### config.mk
export PLATFORM = sky130hd
export DESIGN_NAME = systolic_sequencer
export DESIGN_NICKNAME = d
export VERILOG_FILES = /design/src/rtl/systolic_sequencer.sv
export SDC_FILE = /design/constraint.sdc
export NUM_CORES = 1
export LEC_CHECK = 0
export BUFFER_PORTS_ARGS = -buffer_cell sky130_fd_sc_hd__buf_2
export CELL_PAD_IN_SITES_DETAIL_PLACEMENT = 1
export CELL_PAD_IN_SITES_GLOBAL_PLACEMENT = 2
export CORE_MARGIN = 2
export CORE_UTILIZATION = 32
export DETAILED_ROUTE_END_ITERATION = 12
export PLACE_DENSITY = 0.84
export RECOVER_POWER = 50
export SLEW_MARGIN = 15
export SYNTH_ARGS = -nofsm -noshare
export SYNTH_HDL_FRONTEND = slang
export SYNTH_SLANG_ARGS = --single-unit
### constraint.sdc
create_clock -name clk -period 6.47 [get_ports clk]
set_input_delay 0.9705 -clock clk [delete_from_list [all_inputs] [get_ports clk]]
set_output_delay 0.9705 -clock clk [all_outputs]
set_load 0.05 [all_outputs]
### src/rtl/systolic_sequencer.sv
// Load sequencer and deskew front/back end for a 2x2 weight-stationary systolic array.
// It loads the Q8.8 weights, streams skewed input rows, then realigns and emits the result rows.
module systolic_sequencer #(
    parameter int OUT_LAT = 2
) (
    input  logic        clk,
    input  logic        rst,
    input  logic        start,
    input  logic [7:0]  n_rows,
    output logic        busy,
    output logic        done,
    input  logic [15:0] w_11,
    input  logic [15:0] w_12,
    input  logic [15:0] w_21,
    input  logic [15:0] w_22,
    input  logic        in_valid,
    output logic        in_ready,
    input  logic [15:0] in_x1,
    input  logic [15:0] in_x2,
    output logic        sys_accept_w_1,
    output logic        sys_accept_w_2,
    output logic        sys_switch_in,
    output logic [15:0] sys_weight_in_11,
    output logic [15:0] sys_weight_in_12,
    output logic [15:0] sys_data_in_11,
    output logic [15:0] sys_data_in_21,
    input  logic [15:0] sys_data_out_21,
    input  logic [15:0] sys_data_out_22,
    output logic        res_valid,
    output logic [15:0] res_y1,
    output logic [15:0] res_y2
);

    localparam int TAG_W = OUT_LAT + 2;

    typedef enum logic [2:0] {IDLE, LOAD0, LOAD1, LOAD2, STREAM, DRAIN} state_t;

    state_t           state_q, state_d;
    logic [7:0]       rows_left_q, rows_left_d;
    logic [15:0]      w11_q, w11_d, w12_q, w12_d, w21_q, w21_d, w22_q, w22_d;
    logic [15:0]      data11_q, data11_d;
    logic [15:0]      x2_skew_q, x2_skew_d;
    logic [15:0]      data21_q, data21_d;
    logic [TAG_W-1:0] tag_q, tag_d;
    logic [15:0]      y1_cap_q, y1_cap_d;
    logic             res_valid_q, res_valid_d;
    logic [15:0]      res_y1_q, res_y1_d;
    logic [15:0]      res_y2_q, res_y2_d;
    logic             xfer;

    // NOTE: every output of this block gets a default before the case, so no path leaves a latch behind.
    always_comb begin
        state_d          = state_q;
        rows_left_d      = rows_left_q;
        w11_d            = w11_q;
        w12_d            = w12_q;
        w21_d            = w21_q;
        w22_d            = w22_q;
        sys_accept_w_1   = 1'b0;
        sys_accept_w_2   = 1'b0;
        sys_switch_in    = 1'b0;
        sys_weight_in_11 = 16'd0;
        sys_weight_in_12 = 16'd0;
        done             = 1'b0;
        busy             = (state_q != IDLE);
        in_ready         = ((state_q == LOAD1) || (state_q == LOAD2) || (state_q == STREAM))
                           && (rows_left_q != 8'd0);
        xfer             = in_valid && in_ready;

        if (xfer) begin
            rows_left_d = rows_left_q - 8'd1;
        end

        case (state_q)
            IDLE: begin
                if (start && (n_rows != 8'd0)) begin
                    w11_d       = w_11;
                    w12_d       = w_12;
                    w21_d       = w_21;
                    w22_d       = w_22;
                    rows_left_d = n_rows;
                    state_d     = LOAD0;
                end
            end
            LOAD0: begin
                sys_weight_in_11 = w21_q;
                sys_accept_w_1   = 1'b1;
                state_d          = LOAD1;
            end
            LOAD1: begin
                sys_weight_in_11 = w11_q;
                sys_accept_w_1   = 1'b1;
                sys_weight_in_12 = w22_q;
                sys_accept_w_2   = 1'b1;
                state_d          = LOAD2;
            end
            LOAD2: begin
                sys_weight_in_12 = w12_q;
                sys_accept_w_2   = 1'b1;
                sys_switch_in    = 1'b1;
                state_d          = STREAM;
            end
            STREAM: begin
                if (rows_left_d == 8'd0) begin
                    state_d = DRAIN;
                end
            end
            DRAIN: begin
                // Wait for the last tagged row to leave the result register before signalling done.
                if ((tag_q == '0) && !res_valid_q) begin
                    done    = 1'b1;
                    state_d = IDLE;
                end
            end
            default: state_d = IDLE;
        endcase
    end

    always_comb begin
        data11_d    = xfer ? in_x1 : 16'd0;
        x2_skew_d   = xfer ? in_x2 : 16'd0;
        data21_d    = x2_skew_q;
        tag_d       = {tag_q[TAG_W-2:0], xfer};
        // Column 1 result is ready one cycle before column 2, so hold it until both can issue together.
        y1_cap_d    = tag_q[OUT_LAT] ? sys_data_out_21 : y1_cap_q;
        res_valid_d = tag_q[OUT_LAT+1];
        res_y1_d    = tag_q[OUT_LAT+1] ? y1_cap_q : 16'd0;
        res_y2_d    = tag_q[OUT_LAT+1] ? sys_data_out_22 : 16'd0;
    end

    // NOTE: sequential state uses non-blocking assignments so every flop samples pre-edge values.
    always_ff @(posedge clk or posedge rst) begin
        if (rst) begin
            state_q     <= IDLE;
            rows_left_q <= 8'd0;
            w11_q       <= 16'd0;
            w12_q       <= 16'd0;
            w21_q       <= 16'd0;
            w22_q       <= 16'd0;
            data11_q    <= 16'd0;
            x2_skew_q   <= 16'd0;
            data21_q    <= 16'd0;
            tag_q       <= '0;
            y1_cap_q    <= 16'd0;
            res_valid_q <= 1'b0;
            res_y1_q    <= 16'd0;
            res_y2_q    <= 16'd0;
        end else begin
            state_q     <= state_d;
            rows_left_q <= rows_left_d;
            w11_q       <= w11_d;
            w12_q       <= w12_d;
            w21_q       <= w21_d;
            w22_q       <= w22_d;
            data11_q    <= data11_d;
            x2_skew_q   <= x2_skew_d;
            data21_q    <= data21_d;
            tag_q       <= tag_d;
            y1_cap_q    <= y1_cap_d;
            res_valid_q <= res_valid_d;
            res_y1_q    <= res_y1_d;
            res_y2_q    <= res_y2_d;
        end
    end

    assign sys_data_in_11 = data11_q;
    assign sys_data_in_21 = data21_q;
    assign res_valid      = res_valid_q;
    assign res_y1         = res_y1_q;
    assign res_y2         = res_y2_q;

endmodule
==> impl_metrics.yaml <==
status:
  status: "finished, violations left"
  violations: "capacitance limit, slew limit"
setup_path:
  cp_cell_sequence: "nor3b_1 > a22o_1 > buf_2"
  endpoint: "sys_weight_in_11[1]"
  worst_setup_path_start_kind: "flop"
  crit_path_start: "state_q[1]"
  worst-path-max-fanout: 18
  cp_slowest_cell: "nor3b_1"
  cp_top_family: "simple AND/OR/NAND/NOR gates"
  cp_num_cells: 3
  critPathKind: "flop to primary output"
  r2r_start: "state_q[2]"
  r2r_setup_slack_ns: 3.45
  critPathCaptureType: "primary output"
  reg2regPathDepth: 5
  max_stage_delay_ns: 1.83
  required_ns: 5.50
  arrival_ns: 3.43
  reg2reg_to: "state_q[0]"
  critPathBufInv: 1
sta:
  rsz0062_at_grt: "false"
  period_needed_ns: 4.41
  worstMarginPinSlew_ns: 2.32
  holdWs_ns: 0.348
  relSlewSlack_pct: -55.2
  slew_viol_final: 19
  hold_viol: 0
  fin_skew_ns: 0.00744
  clock.fmax_mhz: 227
  tns_ns: 0
  setup_ws_ns: 2.06
  fin_crit_sh_pct: 68.1
  setup_violations: 0
power:
  leakagePower_nw: 4.38
  max-vdd-ir-drop_mv: 0.233
  power_mw: 4.63
  p_per_area_nw_per_um2: 526
grt:
  antenna_found_initial: 1
  grt_pass1_wl_um: 26700
  grt_max_degree: 115
  grt_usage_pct: 15.2
  grt-ovfl-total: 0
  grt_pass1_vias: 5093
job:
  max_cap_violations: 1
floorplan:
  io_pins: 243
  die-area_sq_um: 22500
  start_util_pct: 32.5
  die_y_um: 150
  fp.coreArea_sq_um: 21000
  num_rows: 53
  die_width_um: 150
cts:
  tritoncts: "built"
  cts_inserted_buffers: 17
  clock-sinks: 176
  post_cts_resized: 0
  cts_hold_buf: 0
  cts_buffer_depth: 2
  h-tree-depth: 4
  worstSkewPairLatency_ns: 0.42
  clk_pin_slew_ns: 0.07
  postCtsSetupBuffers: 0
  clockRootBuffer: "clkbuf_16"
placed_design:
  place.gp.congestion: 0.719
  hpwl_um: 11600
  dp_slack_ns: 3.34
  dp.cells: 979
  dpl_cell_area_sq_um: 8280
  io_buffers: 242
synth:
  yosysTopAreaCell: "dfrtp_1"
  yosys_warnings: 0
  netlist_top_cells_count: "dfrtp_1, mux2_2, and2_1"
  yosys_register_bits: 176
  synth.avg_cell_area_sq_um: 13.9
  syn_inst: 493
  synth.top_cells.by_area: "dfrtp_1, mux2_2, and2_1, and3_1, mux2i_1"
  synthFlopType: "dfrtp_1"
  synth_area_sq_um: 6830
  seq_area_frac_synth_pct: 64.5
  async_reset_ff_share_pct: 100
  yosysMostFrequentCell: "dfrtp_1"
  syn-num-nets: 635
  synth_edf_count: 0
  yosys.area.top_type_share_pct: 64.5
  synthDistinctLibCells: 47
finish:
  nets: 865
  final_cell_area_sq_um: 8790
  drive_gt1_share_pct: 43.5
  fin_cells: 1011
  synthToLayoutAreaGrowth_pct: 28.7
  fin_util_pct: 41.8
  antenna_cells: 0
route:
  dr.first_iter.drc_count: 81
  drtAntennaViolNets: 0
  drc_errors: 0
  drt-total-wl_um: 16800
  wl_per_cell_um: 16.7
  num_vias: 4655
  drt-pass1-iter-count: 6
  vias_per_cell: 4.60
hold_path:
  hold_class: "flop to flop"
-- layout by cell type (no fill, tap or decap), types with 4 or more instances in the layout --
cell type    n
clkbuf_1    48
a22o_1      16
clkbuf_16   17
inv_6        5
dfrtp_1    176
and2_1      13
inv_1        6
a21oi_1     10
and3_1      32
nand2_1      4
and2_0      21
nor3_1       5
nor2_1      29
buf_2      196
mux2i_1     17
mux2_2      82
-- worst min path at each step --
stage | startpoint | end | slack (ns) | depth (start not counted)
final | data21_d[12] | sys_data_in_21[12] | 0.35 | 0
after global routing | data21_d[14] | sys_data_in_21[14] | 0.36 | 0
after floorplan | data21_d[0] | sys_data_in_21[0] | 0.33 | 0
after global placement | data21_d[10] | sys_data_in_21[10] | 0.33 | 0
after CTS | data21_d[12] | sys_data_in_21[12] | 0.35 | 0
after detailed placement | data21_d[12] | sys_data_in_21[12] | 0.34 | 0
-- final cells by class --
| class | instances | area, sq um |
|---|---|---|
| fill | 2321 | 12200 |
| sequential | 176 | 4400 |
| multi-input combinational | 276 | 2260 |
| timing repair buffer | 245 | 1170 |
| clock buffer | 18 | 429 |
| tap | 275 | 344 |
| clock inverter | 14 | 154 |
| inverter | 7 | 31.3 |
-- report_power, final --
part           total [mW]  switching [mW]  internal (mW)
Sequential           1.73           0.235           1.49
Combinational        1.89            1.24          0.650
Clock                1.01           0.466          0.545
-- cell families (layout without fill, tap and decap cells) --
group,count (synthesis),count (layout),share of synthesized area [%]
flip-flops,176,176,64.5
AND/OR/NAND/NOR,126,126,10.6
multiplexers,100,100,16.2
AO/OA/AOI/OAI,43,43,4.98
buffers and inverters,41,284,2.75
XOR/XNOR,5,5,0.641
adder cells (fa/ha/maj),2,2,0.366
-- metal layers --
metal	vias to the layer above	global-route usage (%)	wire length, um
met5	-	0	0
met4	0	4.58	159
met3	12	5.00	1180
met2	150	25.7	8370
met1	2321	18.6	7130
li1	2172	-	-
-- sequential cells by signal (all words and copies together) (netlist names) --
name,flops
data21_d,16
res_y1,16
res_y2,16
sys_data_in_11,16
sys_data_in_21,16
w11_q,16
w12_q,16
w21_q,16
w22_q,16
y1_cap_q,16
rows_left_q,8
tag_q,4
state_q,3
res_valid,1
Note: power is estimated with default switching activity, not from simulation.
